## config.mk

```make
export PLATFORM = sky130hd
export DESIGN_NAME = rom_dl_arbiter
export DESIGN_NICKNAME = d
export VERILOG_FILES = /design/src/rtl/rom_dl_arbiter.sv
export SDC_FILE = /design/constraint.sdc
export NUM_CORES = 1
export LEC_CHECK = 0
export CORE_UTILIZATION = 30
export DETAILED_ROUTE_END_ITERATION = 6
export HOLD_SLACK_MARGIN = 0.15
export PLACE_DENSITY = 0.69
export SYNTH_ARGS = -nofsm -noshare
export SYNTH_HDL_FRONTEND = slang
export SYNTH_SLANG_ARGS = --single-unit
```

## constraint.sdc

```tcl
create_clock -name clk_sys -period 2.84 [get_ports clk_sys]
set_input_delay 0.284 -clock clk_sys [delete_from_list [all_inputs] [get_ports clk_sys]]
set_output_delay 0.284 -clock clk_sys [all_outputs]
set_load 0.005 [all_outputs]
```

## src/rtl/rom_dl_arbiter.sv

```systemverilog
// rtl/rom_dl_arbiter.sv - ROM RAM download sequencer and CPU/video read arbiter
//
// Owns the single-port program/graphics ROM RAM. Download writes from the HPS
// ioctl stream always win the RAM port; the core is held in reset while a
// download is active and for RST_HOLD cycles after it ends. In RUN the read
// port is shared between CPU and video with a req/ack handshake (one grant per
// cycle, ack one cycle after the grant, round-robin on ties).
//
// Optional feature: define ROM_CHECKSUM_EN to build the index-0 byte checksum
// on dl_csum; otherwise dl_csum is tied to 0.
//
// Ports:
//   clk_sys, reset_n                      clock, synchronous active-low reset
//   dl_active/dl_wr/dl_addr/dl_data/dl_index   ioctl download stream
//   cpu_req/cpu_addr -> cpu_ack/cpu_data   CPU read channel
//   vid_req/vid_addr -> vid_ack/vid_data   video read channel
//   mem_addr/mem_din/mem_we <- mem_dout    RAM port (1-cycle read latency)
//   mod_sel, dip_sw                        bytes latched from the download
//   core_reset                             active-high reset to the game core
//   dl_bytes, dl_oor, dl_csum              index-0 download statistics
module rom_dl_arbiter #(
  parameter int AW        = 16,
  parameter int RST_HOLD  = 16,
  parameter int MOD_INDEX = 1,
  parameter int DIP_INDEX = 254
) (
  input  logic          clk_sys,
  input  logic          reset_n,
  input  logic          dl_active,
  input  logic          dl_wr,
  input  logic [24:0]   dl_addr,
  input  logic [7:0]    dl_data,
  input  logic [7:0]    dl_index,
  input  logic          cpu_req,
  input  logic [AW-1:0] cpu_addr,
  output logic          cpu_ack,
  output logic [7:0]    cpu_data,
  input  logic          vid_req,
  input  logic [AW-1:0] vid_addr,
  output logic          vid_ack,
  output logic [7:0]    vid_data,
  output logic [AW-1:0] mem_addr,
  output logic [7:0]    mem_din,
  output logic          mem_we,
  input  logic [7:0]    mem_dout,
  output logic [7:0]    mod_sel,
  output logic [23:0]   dip_sw,
  output logic          core_reset,
  output logic [AW:0]   dl_bytes,
  output logic          dl_oor,
  output logic [7:0]    dl_csum
);

  localparam int          CW        = $clog2(RST_HOLD + 1);
  localparam logic [AW:0] BYTES_MAX = {1'b1, {AW{1'b0}}};

  typedef enum logic [1:0] {ST_LOAD, ST_HOLD, ST_RUN} state_t;

  state_t        state_q, state_d;
  logic [CW-1:0] cnt_q, cnt_d;
  logic          cpu_pend_q, vid_pend_q;
  logic          last_vid_q, last_vid_d;
  logic          dl_active_q;
  logic          new_sess_q, new_sess_d;
  logic [7:0]    mod_q, mod_d;
  logic [23:0]   dip_q, dip_d;
  logic [AW:0]   bytes_q, bytes_d;
  logic          oor_q, oor_d;

  logic in_range, idx0_wr, ram_wr, oor_wr, mod_wr, dip_wr;
  logic sess_start, clr_stats;
  logic can_grant, cpu_elig, vid_elig, gnt_cpu, gnt_vid;

  assign in_range = ~|(dl_addr >> AW);
  assign idx0_wr  = dl_wr && (dl_index == 8'd0);
  assign ram_wr   = idx0_wr && in_range;
  assign oor_wr   = idx0_wr && !in_range;
  assign mod_wr   = dl_wr && (dl_index == 8'(MOD_INDEX));
  assign dip_wr   = dl_wr && (dl_index == 8'(DIP_INDEX)) && (dl_addr < 25'd3);

  // A session starts at the dl_active rise and stays "fresh" until its first
  // write; the stats clear only if that first write is an index-0 byte.
  assign sess_start = (dl_active && !dl_active_q) || new_sess_q;
  assign clr_stats  = idx0_wr && sess_start;
  assign new_sess_d = dl_active && !dl_wr && sess_start;

  // dl_active gates grants combinationally so a rise blocks new reads at once;
  // an already-issued grant still acks from its pending flag.
  assign can_grant = (state_q == ST_RUN) && !dl_active && !ram_wr;
  assign cpu_elig  = cpu_req && !cpu_pend_q;
  assign vid_elig  = vid_req && !vid_pend_q;
  assign gnt_vid   = can_grant && vid_elig && (!cpu_elig || !last_vid_q);
  assign gnt_cpu   = can_grant && cpu_elig && !gnt_vid;
  assign last_vid_d = gnt_vid ? 1'b1 : (gnt_cpu ? 1'b0 : last_vid_q);

  assign mem_we   = ram_wr;
  assign mem_din  = dl_data;
  assign mem_addr = ram_wr  ? dl_addr[AW-1:0] :
                    gnt_vid ? vid_addr : cpu_addr;

  assign cpu_ack    = cpu_pend_q;
  assign vid_ack    = vid_pend_q;
  assign cpu_data   = mem_dout;
  assign vid_data   = mem_dout;
  assign core_reset = (state_q != ST_RUN) || dl_active;
  assign mod_sel    = mod_q;
  assign dip_sw     = dip_q;
  assign dl_bytes   = bytes_q;
  assign dl_oor     = oor_q;

  always_comb begin
    state_d = state_q;
    cnt_d   = cnt_q;
    if (dl_active) begin
      state_d = ST_LOAD;
    end else begin
      case (state_q)
        ST_LOAD: begin
          state_d = ST_HOLD;
          cnt_d   = CW'(RST_HOLD);
        end
        ST_HOLD: begin
          // Leaving when the count would reach 0 gives exactly RST_HOLD cycles.
          if (cnt_q <= CW'(1)) begin
            state_d = ST_RUN;
            cnt_d   = '0;
          end else begin
            cnt_d = cnt_q - CW'(1);
          end
        end
        default: state_d = ST_RUN;
      endcase
    end
  end

  always_comb begin
    mod_d   = mod_wr ? dl_data : mod_q;
    dip_d   = dip_q;
    bytes_d = clr_stats ? '0 : bytes_q;
    oor_d   = clr_stats ? 1'b0 : oor_q;
    if (dip_wr) begin
      case (dl_addr[1:0])
        2'd0:    dip_d[7:0]   = dl_data;
        2'd1:    dip_d[15:8]  = dl_data;
        default: dip_d[23:16] = dl_data;
      endcase
    end
    if (ram_wr && (bytes_d != BYTES_MAX)) bytes_d = bytes_d + 1'b1;
    if (oor_wr) oor_d = 1'b1;
  end

  always_ff @(posedge clk_sys) begin
    if (!reset_n) begin
      state_q     <= ST_HOLD;
      cnt_q       <= CW'(RST_HOLD);
      cpu_pend_q  <= 1'b0;
      vid_pend_q  <= 1'b0;
      last_vid_q  <= 1'b0;
      dl_active_q <= 1'b0;
      new_sess_q  <= 1'b0;
      mod_q       <= 8'h00;
      dip_q       <= 24'hFFFFFF;
      bytes_q     <= '0;
      oor_q       <= 1'b0;
    end else begin
      state_q     <= state_d;
      cnt_q       <= cnt_d;
      cpu_pend_q  <= gnt_cpu;
      vid_pend_q  <= gnt_vid;
      last_vid_q  <= last_vid_d;
      dl_active_q <= dl_active;
      new_sess_q  <= new_sess_d;
      mod_q       <= mod_d;
      dip_q       <= dip_d;
      bytes_q     <= bytes_d;
      oor_q       <= oor_d;
    end
  end

`ifdef ROM_CHECKSUM_EN
  logic [7:0] csum_q, csum_d;

  always_comb begin
    csum_d = clr_stats ? 8'h00 : csum_q;
    if (ram_wr) csum_d = csum_d + dl_data;
  end

  always_ff @(posedge clk_sys) begin
    if (!reset_n) csum_q <= 8'h00;
    else          csum_q <= csum_d;
  end

  assign dl_csum = csum_q;
`else
  assign dl_csum = 8'h00;
`endif

endmodule
```

==> impl_metrics.yaml, run 1 <==
final_layout:
  nets: 646
  design_area_mm2: 0.00548
  final.fill_count: 1085
  layout-drive-gt1-share_pct: 7.68
  layout-area-overhead-vs-synth_pct: 53.4
clocking:
  htree_num_levels: 3
  postCtsSetupRepairBufs: 0
  clock_tree.root_cell: "sky130_fd_sc_hd__clkbuf_16"
  clock_sinks: 62
  cts.hold.buffers_added: 0
  clock_path_buffers: 2
  worst_skew_pair.late_latency_ns: 0.32
  ctsResizeCount: 0
  clk_pin_slew_ns: 0.05
  cts_inserted_buffers: 9
  cts_tree: "built"
synth:
  synthXorXnorAreaFrac_pct: 0.736
  combinational_family_with_the_most_area_after_synthesis: "simple AND/OR/NAND/NOR gates"
  post_synth_edffs: 0
  synthMuxAreaShare_pct: 16.3
  synth_top_area_share_pct: 34.7
  ys_top_cells_by_area: "sky130_fd_sc_hd__dfxtp_1 (35%), sky130_fd_sc_hd__mux2i_1 (16%), sky130_fd_sc_hd__buf_4 (6.7%), sky130_fd_sc_hd__nor2_1 (5.6%), sky130_fd_sc_hd__nand3_1 (5.0%)"
  synthesized_area_mm2: 0.00357
  mean_area_per_synthesized_cell_um2: 8.61
  synth_fa_ha_area_share_pct: 1.40
  yosys_warnings: 0
  netlist.top_cell.by_area: "sky130_fd_sc_hd__dfxtp_1"
  register_bit_count_reported_by_yosys: 62
  async_flop_share_pct: 0
  post_synthesis_instance_total: 415
  synth-seq-area-share_pct: 34.7
  synthSimpleGateAreaFrac_pct: 27.2
  yosys_most_used_dff: "sky130_fd_sc_hd__dfxtp_1"
  count_of_cell_types_in_the_netlist: 53
  synth_compound_gate_area_share_pct: 9.11
drt:
  via_count: 3600
  route.antenna.remaining_nets: 0
  drc: 32
  routed_via_density: 5.11
  route.final.wire_length_um: 10700
  wire_length_per_cell_after_detailed_routing_um: 15.2
  drt-pass1-iter-count: 6
  number_of_violations_reported_at_the_end_of_detailed_routing_iteration_0: 190
global_routing:
  grt_use_met2_pct: 31.6
  grt_util_met1_pct: 20.0
  grt_first_pass_wirelength_um: 17400
  grt_util_all_layers_pct: 17.6
  grt.overflow.total: 0
  gr-max-usage-layer: "met2"
  global_route.usage.met3_pct: 3.99
  grt_antenna_before_repair: 0
  grt_max_degree: 49
  grt_pass1_vias: 3541
critical_path:
  max_stage_delay_ns: 0.55
  largest_delay_contributor_family_on_the_critical_path: "buffers and inverters"
  cp-start-kind: "primary input"
  critPathKind: "primary input to primary output"
  critPathArrivalTime_ns: 2.45
  cp_data_required_time_ns: 2.56
  worst-path-buf-inv: 4
  path_max_fanout: 20
  slowest_cell_on_the_critical_path: "sky130_fd_sc_hd__clkdlybuf4s50_1"
  timing.critical_path.to_type: "primary output"
  critical_path.cell_chain: "clkdlybuf4s50_1 -> nor4_1 -> buf_4 -> and3_1 -> buf_12 -> nand3_1 -> o21ai_0 -> clkdlybuf4s50_1"
  crit_top_cell: "sky130_fd_sc_hd__clkdlybuf4s50_1"
floorplanning:
  num_rows: 39
  die_x_um: 111
  fp.coreArea_mm2: 0.0115
  dieHeight_um: 111
  io-pin-count: 189
  initial_core_util_pct: 31.0
  floorplan.die_area_mm2: 0.0123
timing:
  holdWs_ns: 0.494
  max_slew_margin_pct: 67.2
  post-route-worst-setup-slack_ns: 0.107
  fmax_ghz: 0.366
  worst-slew-pin-transition_ns: 0.485
  setup_viol: 0
  hold_viol: 0
  period_share_pct: 96.2
  clock-skew-final_ns: 0.00655
  grt_setup_unrepaired: "no"
  period_needed_ns: 2.73
  slew_viol_final: 0
placed_design:
  pre_cts_ws_ns: -0.0723
  placedInstanceArea_mm2: 0.00518
  routabilityCongestion: 0.813
  detailedPlacementHpwl_um: 8440
  port_buffers: 156
run:
  cap_viol_max_count: 0
min_path:
  hp-class: "register to register"
power:
  cellLeakagePower_nw: 2.23
  power_density_mw_per_mm2: 410
  peakVddDrop_mv: 0.311
outcome:
  violations: "DRC"
  status: "finished with violations"
## logic make-up after synthesis
family | after synthesis
fa+ha+maj | 4
mux | 58
flops | 62
compound gates | 48
simple gates | 174
buf+inv | 65
xor+xnor | 3
other cells | 1
## metrics by stage
step / utilization [%] / setup TNS, ns / instances / total power, W
6_report: 47.6 / 0 / 704 / 0.00225
5_1_grt: 47.6 / 0 / 703 / 0.00234
4_1_cts: 47.6 / 0 / 703 / 0.00227
3_5_place_dp: 45.0 / -0.0723 / 687 / 0.00120
3_3_place_gp: 45.0 / 0 / 687 / 0.00119
2_1_floorplan: - / 0 / 422 / 0.00104
## final timing paths
| check | startpoint | endpoint | slack, ns | cells after the start |
|---|---|---|---|---|
| worst min register to register | last_vid_q | cpu_ack | 0.49 | 2 |
| worst max register to register | dl_active_q | dl_bytes[1] | 0.59 | 9 |
| worst max-delay path | dl_addr[18] | mem_addr[15] | 0.11 | 8 |
| worst min-delay path | last_vid_q | cpu_ack | 0.49 | 2 |
## final cells by class
| class | count | area [um^2] | share of cell area [%] |
|---|---|---|---|
| repair buffers | 177 | 1740 | 31.8 |
| clock inverters | 6 | 62.6 | 1.14 |
| well taps | 143 | 179 | 3.27 |
| inverters | 10 | 37.5 | 0.685 |
| clock buffers | 10 | 229 | 4.18 |
| multi-input cells | 295 | 1980 | 36.2 |
| diodes | 1 | 2.50 | 0.0457 |
| flip-flops and latches | 62 | 1240 | 22.7 |
## routing by layer
metal / routed length (um) / up-vias
met3: 812 / 19
li1: - / 1751
met4: 227 / 0
met1: 4180 / 1665
met2: 5510 / 165
met5: 0 / -
## power breakdown
part	internal, W	switching (W)	leakage [nW]	total, W
clock network	0.000677	0.000388	0.146	0.00106
logic	0.000173	0.000111	1.58	0.000283
registers	0.000885	0.0000137	0.502	0.000899
total	0.00173	0.000512	2.23	0.00225
## sequential cells by signal (all words and copies together) (netlist names)
register / flops
state_q: 2
dl_active_q: 1
vid_ack: 1
dl_bytes: 17
cpu_ack: 1
cnt_q: 5
last_vid_q: 1
dip_sw: 24
dl_oor: 1
mod_sel: 8
new_sess_q: 1
## synth_stat cells, types with 2 or more instances
master	count
sky130_fd_sc_hd__o2111ai_1	2
sky130_fd_sc_hd__nor4b_1	3
sky130_fd_sc_hd__a21oi_1	7
sky130_fd_sc_hd__clkbuf_1	20
sky130_fd_sc_hd__and3_1	6
sky130_fd_sc_hd__nand2_1	12
sky130_fd_sc_hd__mux2i_1	58
sky130_fd_sc_hd__o21ai_0	21
sky130_fd_sc_hd__dfxtp_1	62
sky130_fd_sc_hd__nor3_1	8
sky130_fd_sc_hd__nand3_1	36
sky130_fd_sc_hd__nor2b_1	4
sky130_fd_sc_hd__nor4_1	11
sky130_fd_sc_hd__and2_1	2
sky130_fd_sc_hd__o31ai_1	3
sky130_fd_sc_hd__nand4_4	2
sky130_fd_sc_hd__or3_1	3
sky130_fd_sc_hd__nand3b_1	11
sky130_fd_sc_hd__buf_4	32
sky130_fd_sc_hd__ha_1	4
sky130_fd_sc_hd__nand4_1	8
sky130_fd_sc_hd__xnor2_1	2
sky130_fd_sc_hd__nor2_1	53
sky130_fd_sc_hd__and4_1	4
sky130_fd_sc_hd__or4_1	3
sky130_fd_sc_hd__buf_2	2
sky130_fd_sc_hd__inv_1	10
## worst register-to-register path, cell delays in order (launching register included)
cell	delay [ns]
sky130_fd_sc_hd__dfxtp_1	0.33
sky130_fd_sc_hd__nor2b_1	0.06
sky130_fd_sc_hd__o2111ai_1	0.27
sky130_fd_sc_hd__buf_4	0.24
sky130_fd_sc_hd__nand2_1	0.10
sky130_fd_sc_hd__ha_1	0.21
sky130_fd_sc_hd__nor4b_1	0.15
sky130_fd_sc_hd__and4_1	0.24
sky130_fd_sc_hd__a2111o_1	0.42
sky130_fd_sc_hd__a21oi_1	0.15
## placed cells by master, fill, tap and decap left out, types with 3 or more instances in the layout
| cell | instances |
|---|---|
| sky130_fd_sc_hd__clkdlybuf4s50_1 | 156 |
| sky130_fd_sc_hd__dfxtp_1 | 62 |
| sky130_fd_sc_hd__mux2i_1 | 58 |
| sky130_fd_sc_hd__nor2_1 | 53 |
| sky130_fd_sc_hd__nand3_1 | 36 |
| sky130_fd_sc_hd__o21ai_0 | 20 |
| sky130_fd_sc_hd__buf_4 | 19 |
| sky130_fd_sc_hd__nand2_1 | 12 |
| sky130_fd_sc_hd__nor4_1 | 11 |
| sky130_fd_sc_hd__nand3b_1 | 11 |
| sky130_fd_sc_hd__inv_1 | 10 |
| sky130_fd_sc_hd__clkbuf_16 | 9 |
| sky130_fd_sc_hd__nor3_1 | 8 |
| sky130_fd_sc_hd__nand4_1 | 8 |
| sky130_fd_sc_hd__conb_1 | 8 |
| sky130_fd_sc_hd__a21oi_1 | 7 |
| sky130_fd_sc_hd__and3_1 | 6 |
| sky130_fd_sc_hd__nor2b_1 | 4 |
| sky130_fd_sc_hd__and4_1 | 4 |
| sky130_fd_sc_hd__ha_1 | 4 |
| sky130_fd_sc_hd__nor4b_1 | 3 |
| sky130_fd_sc_hd__or3_1 | 3 |
| sky130_fd_sc_hd__o31ai_1 | 3 |
| sky130_fd_sc_hd__or4_1 | 3 |
| sky130_fd_sc_hd__clkinv_2 | 3 |
(Power assumes the default switching activity.)
==> run 2, diff against run 1 <==
CORE_UTILIZATION = 35   (was 30)
PLACE_DENSITY = 0.78   (was 0.69)
==> impl_metrics.yaml, run 2 (synthesized netlist as in run 1, its figures left out) <==
timing:
  grt_setup_unrepaired: "no"
  fmax_ghz: 0.379
  setup_viol: 0
  clock-skew-final_ns: 0.0105
  period_needed_ns: 2.64
  hold_viol: 0
  period_share_pct: 92.9
  slew_viol_final: 0
  setup_total_negative_slack_ns: 0
  post-route-worst-setup-slack_ns: 0.202
final_layout:
  antenna_cells: 0
  final.fill_count: 904
  nets: 644
  area_occupied_by_multi_input_gates_mm2: 0.00199
  final-seq-area_mm2: 0.00124
  most-common-layout-cells: "sky130_fd_sc_hd__clkdlybuf4s50_1 (156), sky130_fd_sc_hd__dfxtp_1 (62), sky130_fd_sc_hd__mux2i_1 (58), sky130_fd_sc_hd__nor2_1 (53), sky130_fd_sc_hd__nand3_1 (36)"
  final_common_cell: "sky130_fd_sc_hd__clkdlybuf4s50_1"
  layout-drive-gt1-share_pct: 7.53
  post-route-util_pct: 54.3
  layout-area-overhead-vs-synth_pct: 49.2
  finish.cell_count_without_fillers: 691
  largest_reg_flops: 24
global_routing:
  grt_max_degree: 49
  grt_util_all_layers_pct: 21.0
  grt.overflow.total: 0
  global_route.usage.met3_pct: 5.15
  grt_use_met2_pct: 37.4
  grt_pass1_vias: 3547
  grt_antenna_before_repair: 0
  gr-max-usage-layer: "met2"
  grt_first_pass_wirelength_um: 16900
  grt_util_met1_pct: 23.2
critical_path:
  crit-reg2reg-launch: "dl_active_q"
  max_stage_delay_ns: 0.53
  cp_data_required_time_ns: 2.56
  slowest_cell_on_the_critical_path: "sky130_fd_sc_hd__clkdlybuf4s50_1"
  cp-start-kind: "primary input"
  critPathArrivalTime_ns: 2.35
  crit_top_cell: "sky130_fd_sc_hd__clkdlybuf4s50_1"
  critical_path.cell_chain: "clkdlybuf4s50_1 -> nor4_4 -> buf_4 -> and3_1 -> buf_12 -> nand3_1 -> o21ai_0 -> clkdlybuf4s50_1"
  path_max_fanout: 18
  ff2ff_setup_slack_ns: 0.61
  critPathKind: "primary input to primary output"
  regToRegEndpoint: "dl_bytes[16]"
  timing.critical_path.to_type: "primary output"
  r2r.worst_path.cells: 10
drt:
  routed_via_density: 5.23
  via_count: 3615
  wire_length_per_cell_after_detailed_routing_um: 15.8
  route.antenna.remaining_nets: 0
  drc: 0
  drt-pass1-iter-count: 5
  number_of_violations_reported_at_the_end_of_detailed_routing_iteration_0: 177
  route.final.wire_length_um: 10900
clocking:
  htree_num_levels: 3
  clock_sinks: 62
  cts_inserted_buffers: 9
  clock_path_buffers: 2
  cts.hold.buffers_added: 0
  clock_tree.root_cell: "sky130_fd_sc_hd__clkbuf_8"
  clk_pin_slew_ns: 0.06
  cts_tree: "built"
  worst_skew_pair.late_latency_ns: 0.35
power:
  cellLeakagePower_nw: 2.15
  power_density_mw_per_mm2: 348
  peakVddDrop_mv: 0.218
  post-layout-total-power_w: 0.00186
run:
  cap_viol_max_count: 0
floorplanning:
  dieHeight_um: 103
  io-pin-count: 189
  die_x_um: 103
  fp.coreArea_mm2: 0.00982
  floorplan.die_area_mm2: 0.0106
  num_rows: 36
  initial_core_util_pct: 36.4
min_path:
  hold_start: "last_vid_q"
  hp-class: "register to register"
  hold-path-endpoint: "last_vid_q"
  worst_hold_path.num_cells: 2
placed_design:
  number_of_instances_in_the_placed_design: 675
  pre_cts_ws_ns: 0.00695
  routabilityCongestion: 0.857
  detailedPlacementHpwl_um: 8440
  port_buffers: 156
outcome:
  status: "finished, final reports clean"
run 2: cell count changes in the layout (fill, tap and decap cells not counted):
| cell | delta |
|---|---|
| sky130_fd_sc_hd__clkbuf_16 | -9 |
| sky130_fd_sc_hd__clkbuf_8 | +9 |
| sky130_fd_sc_hd__buf_4 | -2 |
| sky130_fd_sc_hd__clkinvlp_4 | +2 |
| sky130_fd_sc_hd__bufinv_16 | -1 |
| sky130_fd_sc_hd__clkinv_4 | -1 |
| sky130_fd_sc_hd__diode_2 | -1 |
| sky130_fd_sc_hd__nor3b_1 | -1 |
| sky130_fd_sc_hd__nor3b_2 | +1 |
| sky130_fd_sc_hd__o21ai_0 | +1 |
| sky130_fd_sc_hd__o21ai_1 | -1 |
run 2: critical path, delay by kind of cell:
kind / cells / cell delay (ns)
and+or+nand+nor: 3 / 0.63
buffers and inverters: 4 / 1.34
AOI/OAI and AO/OA: 1 / 0.08
run 2: worst max-delay path by stage:
| stage | from | end | cells after the start |
|---|---|---|---|
| 2_1_floorplan | dl_index[4] | dl_bytes[0] | 9 |
| 3_3_place_gp | dl_index[4] | dl_bytes[0] | 10 |
| 3_5_place_dp | dl_index[4] | dl_bytes[0] | 10 |
| 4_1_cts | dl_active | mem_addr[2] | 8 |
| 5_1_grt | dl_index[4] | mem_addr[6] | 8 |
| 6_report | dl_index[4] | mem_addr[3] | 8 |
run 2: power by group:
group	internal (W)	total, W	leakage, nW	switching, W
registers	0.000884	0.000897	0.502	0.0000136
clock network	0.000313	0.000673	0.0820	0.000360
logic	0.000172	0.000285	1.57	0.000113
run 2: through the flow:
step	hold slack, ns	cell area [um^2]
6_report	0.496	5330
5_1_grt	0.529	5330
4_1_cts	0.495	5320
3_5_place_dp	0.478	5160
3_3_place_gp	0.476	5160
2_1_floorplan	0.356	3600
run 2: final cells by class:
| type | instances | share of cell area [%] |
|---|---|---|
| clock buffers | 10 | 2.39 |
| clock inverters | 6 | 0.728 |
| inverters | 10 | 0.704 |
| multi-input cells | 295 | 37.3 |
| flip-flops and latches | 62 | 23.3 |
| well taps | 133 | 3.12 |
| repair buffers | 175 | 32.4 |
run 2: layer usage:
metal / wire length (um) / vias up / part of all wire (%)
met5: 0 / - / 0
li1: - / 1740 / -
met4: 317 / 0 / 2.9
met3: 772 / 25 / 7.1
met2: 5610 / 153 / 51
met1: 4240 / 1697 / 39
run 2: timing repair:
action | 4_1_cts | 5_1_grt
setup buffers | 0 | 0
endpoints found under the setup margin | 0 | 3
resized for setup | 0 | 1
